`src/rtl/debounce_pkg.sv`:
```
// Shared constants for the switch debouncer: FSM encoding,
// default qualification length and counter width helper.
package debounce_pkg;

  localparam logic ST_IDLE  = 1'b0;
  localparam logic ST_CHECK = 1'b1;

  localparam int STABLE_CYCLES_DEF = 50000;

  function automatic int cnt_width(input int stable);
    return $clog2(stable + 1);
  endfunction

endpackage

```
`src/rtl/debounce_ch.sv`:
```
// One debounce channel: 2-flop synchroniser, IDLE/CHECK FSM,
// qualification counter; rise/fall pulses with DEBOUNCE_EDGE_EN.
module debounce_ch
  import debounce_pkg::*;
#(
  parameter int STABLE_CYCLES = STABLE_CYCLES_DEF
) (
  input  logic clk,
  input  logic rst,
  input  logic raw,
  output logic db,
  output logic busy
`ifdef DEBOUNCE_EDGE_EN
  ,
  output logic rise,
  output logic fall
`endif
);

  localparam int CNT_W = cnt_width(STABLE_CYCLES);
  localparam logic [CNT_W-1:0] CNT_MAX = CNT_W'(STABLE_CYCLES);

  logic             s1_q;
  logic             s2_q;
  logic             state_q;
  logic             state_d;
  logic [CNT_W-1:0] cnt_q;
  logic [CNT_W-1:0] cnt_d;
  logic             db_q;
  logic             db_d;
  logic             busy_q;
  logic             busy_d;

  // raw is asynchronous; only s2_q is safe to use
  always_ff @(posedge clk) begin
    if (rst) begin
      s1_q <= 1'b0;
      s2_q <= 1'b0;
    end else begin
      s1_q <= raw;
      s2_q <= s1_q;
    end
  end

  always_ff @(posedge clk) begin
    if (rst) begin
      state_q <= ST_IDLE;
      cnt_q   <= '0;
      db_q    <= 1'b0;
      busy_q  <= 1'b0;
    end else begin
      state_q <= state_d;
      cnt_q   <= cnt_d;
      db_q    <= db_d;
      busy_q  <= busy_d;
    end
  end

  always_comb begin
    state_d = state_q;
    cnt_d   = cnt_q;
    db_d    = db_q;
    unique case (state_q)
      ST_IDLE: begin
        if (s2_q != db_q) begin
          state_d = ST_CHECK;
          cnt_d   = CNT_W'(1);
        end else begin
          cnt_d   = '0;
        end
      end
      ST_CHECK: begin
        if (s2_q == db_q) begin
          state_d = ST_IDLE;
          cnt_d   = '0;
        end else if (cnt_q == CNT_MAX) begin
          state_d = ST_IDLE;
          cnt_d   = '0;
          db_d    = s2_q;
        end else begin
          cnt_d   = cnt_q + CNT_W'(1);
        end
      end
    endcase
  end

  always_comb begin
    busy_d = (state_d == ST_CHECK);
  end

  assign db   = db_q;
  assign busy = busy_q;

`ifdef DEBOUNCE_EDGE_EN
  logic rise_q;
  logic fall_q;

  // pulses line up with the first cycle db shows its new level
  always_ff @(posedge clk) begin
    if (rst) begin
      rise_q <= 1'b0;
      fall_q <= 1'b0;
    end else begin
      rise_q <= db_d & ~db_q;
      fall_q <= ~db_d & db_q;
    end
  end

  assign rise = rise_q;
  assign fall = fall_q;
`endif

endmodule

```
`src/rtl/switch_debouncer.sv`:
```
// Multi-channel switch debouncer feeding the gate block (db[0]->a, db[1]->b).
// Optional rise/fall pulse outputs when DEBOUNCE_EDGE_EN is defined.
module switch_debouncer
  import debounce_pkg::*;
#(
  parameter int NUM_CH        = 2,
  parameter int STABLE_CYCLES = STABLE_CYCLES_DEF
) (
  input  logic              clk,
  input  logic              rst,
  input  logic [NUM_CH-1:0] raw,
  output logic [NUM_CH-1:0] db,
  output logic [NUM_CH-1:0] busy
`ifdef DEBOUNCE_EDGE_EN
  ,
  output logic [NUM_CH-1:0] rise,
  output logic [NUM_CH-1:0] fall
`endif
);

  for (genvar i = 0; i < NUM_CH; i++) begin : g_ch
    debounce_ch #(
      .STABLE_CYCLES(STABLE_CYCLES)
    ) u_ch (
      .clk (clk),
      .rst (rst),
      .raw (raw[i]),
      .db  (db[i]),
      .busy(busy[i])
`ifdef DEBOUNCE_EDGE_EN
      ,
      .rise(rise[i]),
      .fall(fall[i])
`endif
    );
  end

endmodule

```
`config.mk`:
```
export PLATFORM = sky130hd
export DESIGN_NAME = switch_debouncer
export DESIGN_NICKNAME = d
export VERILOG_FILES = /design/src/rtl/debounce_pkg.sv /design/src/rtl/debounce_ch.sv /design/src/rtl/switch_debouncer.sv
export SDC_FILE = /design/constraint.sdc
export NUM_CORES = 1
export LEC_CHECK = 0
export BUFFER_PORTS_ARGS = -buffer_cell sky130_fd_sc_hd__buf_2
export CAP_MARGIN = 15
export CORE_ASPECT_RATIO = 1.5
export CORE_MARGIN = 1
export CORE_UTILIZATION = 45
export DETAILED_ROUTE_END_ITERATION = 10
export GPL_ROUTABILITY_DRIVEN = 0
export HOLD_SLACK_MARGIN = 0.1
export PLACE_DENSITY = 0.61
export SETUP_SLACK_MARGIN = 0.02
export SYNTH_ARGS = -nofsm -noshare
export SYNTH_HDL_FRONTEND = slang
export SYNTH_HIERARCHICAL = 1
export SYNTH_SLANG_ARGS = --single-unit
```
`constraint.sdc`:
```
create_clock -name clk -period 1.7 [get_ports clk]
set_clock_uncertainty 0.1 [all_clocks]
set_input_delay 0.425 -clock clk [delete_from_list [all_inputs] [get_ports clk]]
set_output_delay 0.425 -clock clk [all_outputs]
set_load 0.01 [all_outputs]
```
==> results.txt <==
----------------------------------------------------
[Synthesis]
  Most common cell in the synthesized netlist ... dfxtp_1
  Portion of synthesized cell area occupied by the leading cell type ... 42.4%
  Number of distinct library cells after synthesis ... 25
  Top post-synthesis cells by area ... dfxtp_1, xnor2_1, nor2_1
  Flip-flop and latch count after synthesis ... 40
  Post-synthesis instance area ... 1890 µm²
  Top cell types by occurrence after synthesis ... dfxtp_1, nor2_1, xnor2_1, inv_1
  Number of nets produced by synthesis ... 204
  Count of mapped cells out of synthesis ... 196
  Number of warnings reported in the yosys synthesis log ... 6
  Sequential-to-total area share from yosys stat ... a little over two fifths
  Post-synthesis async set-or-reset flop share ... 0%
  Cell accounting for the most synthesized area ... dfxtp_1
  Post-synth EDFFs ... 0
  Flip-flop cell with the highest count after synthesis ... dfxtp_1
  Synthesized area per cell ... 9.63 µm²

[Drt]
  Total via count in the routed design ... 1399
  Post-DR vias/cell ... between 5 and 6
  DRC violation count after routing ... 0
  Antenna viol nets, final ... 0
  Wire per inst ... 14.3 µm
  Starting DRC count in detailed routing ... 18
  First drt pass iteration count ... 4
  Wirelength, routed ... between 3000 and 4000 µm

[Timing]
  Final number of hold-violating endpoints ... 0
  Final min period ... ~1.6 ns
  Final cycle utilization of the critical path ... a little over nine tenths
  Highest clock frequency the design can meet ... 619 MHz
  Max-slew violation count ... 0
  Tightest slew margin relative to the limit ... between 60% and 70%
  Setup repair after global routing missed its margin ... yes
  Worst-Margin Slew ... ~0.5 ns
  Setup_tns ... 0 ns
  Final setup fails ... 0

[Final layout]
  Cell Count, Final, Fillers Out ... 256
  Area delta synth->final ... 12.8%
  Antenna fix cells ... 0
  Sequential cell area ... 808 µm²
  Fraction of layout instances using a drive strength above 1 ... 20.4%
  Multi-input logic area ... 1060 µm²
  Final #Nets ... between 200 and 250
  Fill cell total of the finished layout ... 380
  Share of the core filled with cells in the final layout ... 53.3%

[Hold path]
  Cells on Worst Hold Path ... 2
  Min-Delay Path Class ... in2reg

[Pwr]
  Total leakage power ... 0.698 nW
  PwrDens ... between 700 and 800 nW/µm²
  VDD IR max ... between 0.0007 and 0.0008 V

[Placed design]
  Dpl hpwl ... 2560 µm
  Cell count after placement ... 247
  Input/output buffers ... 7

[Clock network]
  TritonCTS clock tree ... done
  Reg clk slew, reported paths ... around 0.080 ns
  Clock H-tree levels ... 2
  Clk sinks ... 40
  Clk root buf ... clkbuf_8
  Clock network latency to the later pin of the worst-skew pair ... 0.28 ns
  Num CTS Buffers ... 5
  Maximum clock path buffer count ... 2

[Global route]
  Antenna violations before repair ... 0
  Global-route wire length before repair ... 5870 µm
  Remaining Overflow, GRT ... 0
  Total routing usage reported by global routing ... about a fifth
  Largest net degree at the start of global routing ... 16
  Vias in the first global route ... between 1000 and 1500

[Setup path]
  R2R cell count ... 5
  Largest fanout of any net on the critical path ... 6
  Category of the most critical setup path ... reg2reg
  Critical Path Start Type ... flip-flop
  Endpoint type of the worst setup path ... flip-flop
  Critical path required time ... 1.78 ns
  CP arrival ... 1.70 ns

[Die]
  Die Span X ... 54.9 µm
  Initial core utilization ... 47.2%
  Core region area ... 3990 µm²
  Number of ports placed on the die boundary ... 8
  Standard-cell rows ... 28
  Floorplan die height ... 81.3 µm
  Full die area ... 4460 µm²

[Status]
  Outcome ... finished clean

[Job]
  Max-cap violations ... 0

----------------------------------------------------
==> routing by layer <==
metal	vias to the layer above	global-route usage (%)	share of wire [%]
li1	701	-	-
met1	673	18.2	38
met2	18	34.5	58
met3	7	3.93	1.9
met4	0	9.49	2.1
met5	-	0	0
==> critical path: stages, from the launching register on <==
cell and delay (ns):
dfxtp_2 0.39, ha_2 0.22, nand4_2 0.22, nor4_4 0.36
xnor2_1 0.18, nor2_2 0.04
==> area by class of cell <==
| class | count | area share [%] |
|---|---|---|
| clock buffers | 7 | 4.53 |
| inverters | 12 | 2.12 |
| multi-input cells | 141 | 49.7 |
| flip-flops and latches | 40 | 38.0 |
| well taps | 45 | 2.65 |
| repair buffers | 11 | 3.06 |
==> cell families after synthesis <==
logic type | count (synthesis) | synth area share, %
adder cells (fa/ha/maj) | 4 | 2.65
AO/OA/AOI/OAI | 2 | 0.796
XOR/XNOR | 30 | 13.9
AND/OR/NAND/NOR | 102 | 35.0
multiplexers | 2 | 1.06
flip-flops | 40 | 42.4
buffers and inverters | 16 | 4.11
==> cells in the final DEF, fill, tap and decap left out, types with 5 or more instances in the layout <==
master / synthesis / final
inv_1: 12 / 12
nand2_1: 6 / 6
xor2_1: 8 / 8
buf_2: 0 / 7
nor3_1: 10 / 9
nand4_2: 6 / 6
clkbuf_8: 0 / 7
nor2_1: 36 / 35
xnor2_1: 22 / 22
nand3_1: 10 / 10
dfxtp_1: 40 / 36
nor4_2: 6 / 5
nand4_1: 6 / 6
==> report_power, final <==
group	internal [W]	total, W	switching [W]
registers	0.000942	0.000949	0.00000630
logic	0.0000132	0.0000255	0.0000122
clock network	0.000361	0.000665	0.000303
total	0.00132	0.00164	0.000322
==> sequential cells by signal, summed over array words and instances, names as in the netlist <==
signal and flops:
g_ch.u_ch/s1_q 2, g_ch.u_ch/busy 2, g_ch.u_ch/s2_q 2, g_ch.u_ch/db 2
g_ch.u_ch/cnt_q 32
==> through the flow <==
stage	total power (W)	setup WS (ns)	cell area, µm²	hold slack, ns
after floorplan	0.000984	0.207	1890	0.314
after global routing	0.00170	-0.0107	2130	0.255
after detailed placement	0.000994	-0.0185	1970	0.329
after CTS	0.00165	0.0243	2070	0.245
after global placement	0.000992	0.0360	1970	0.325
final	0.00164	0.0838	2130	0.249
==> worst paths after layout <==
path / endpoint / start / slack, ns
min: g_ch[0].u_ch/s1_q$_SDFF_PP0_ / raw[0] / 0.25
max reg2reg: g_ch[0].u_ch/cnt_q[14]$_SDFF_PP0_ / g_ch[0].u_ch/cnt_q[0]$_SDFF_PP0_ / 0.08
min reg2reg: g_ch[1].u_ch/s2_q$_SDFF_PP0_ / g_ch[1].u_ch/s1_q$_SDFF_PP0_ / 0.34
max: g_ch[0].u_ch/cnt_q[14]$_SDFF_PP0_ / g_ch[0].u_ch/cnt_q[0]$_SDFF_PP0_ / 0.08
==> timing repair <==
action,in CTS,in global routing
setup endpoints to repair,1,30
hold buffers,0,0
buffers inserted,0,1
resized for setup,2,9
pin swaps,0,3
cloned,0,1
(Power assumes the default switching activity.)
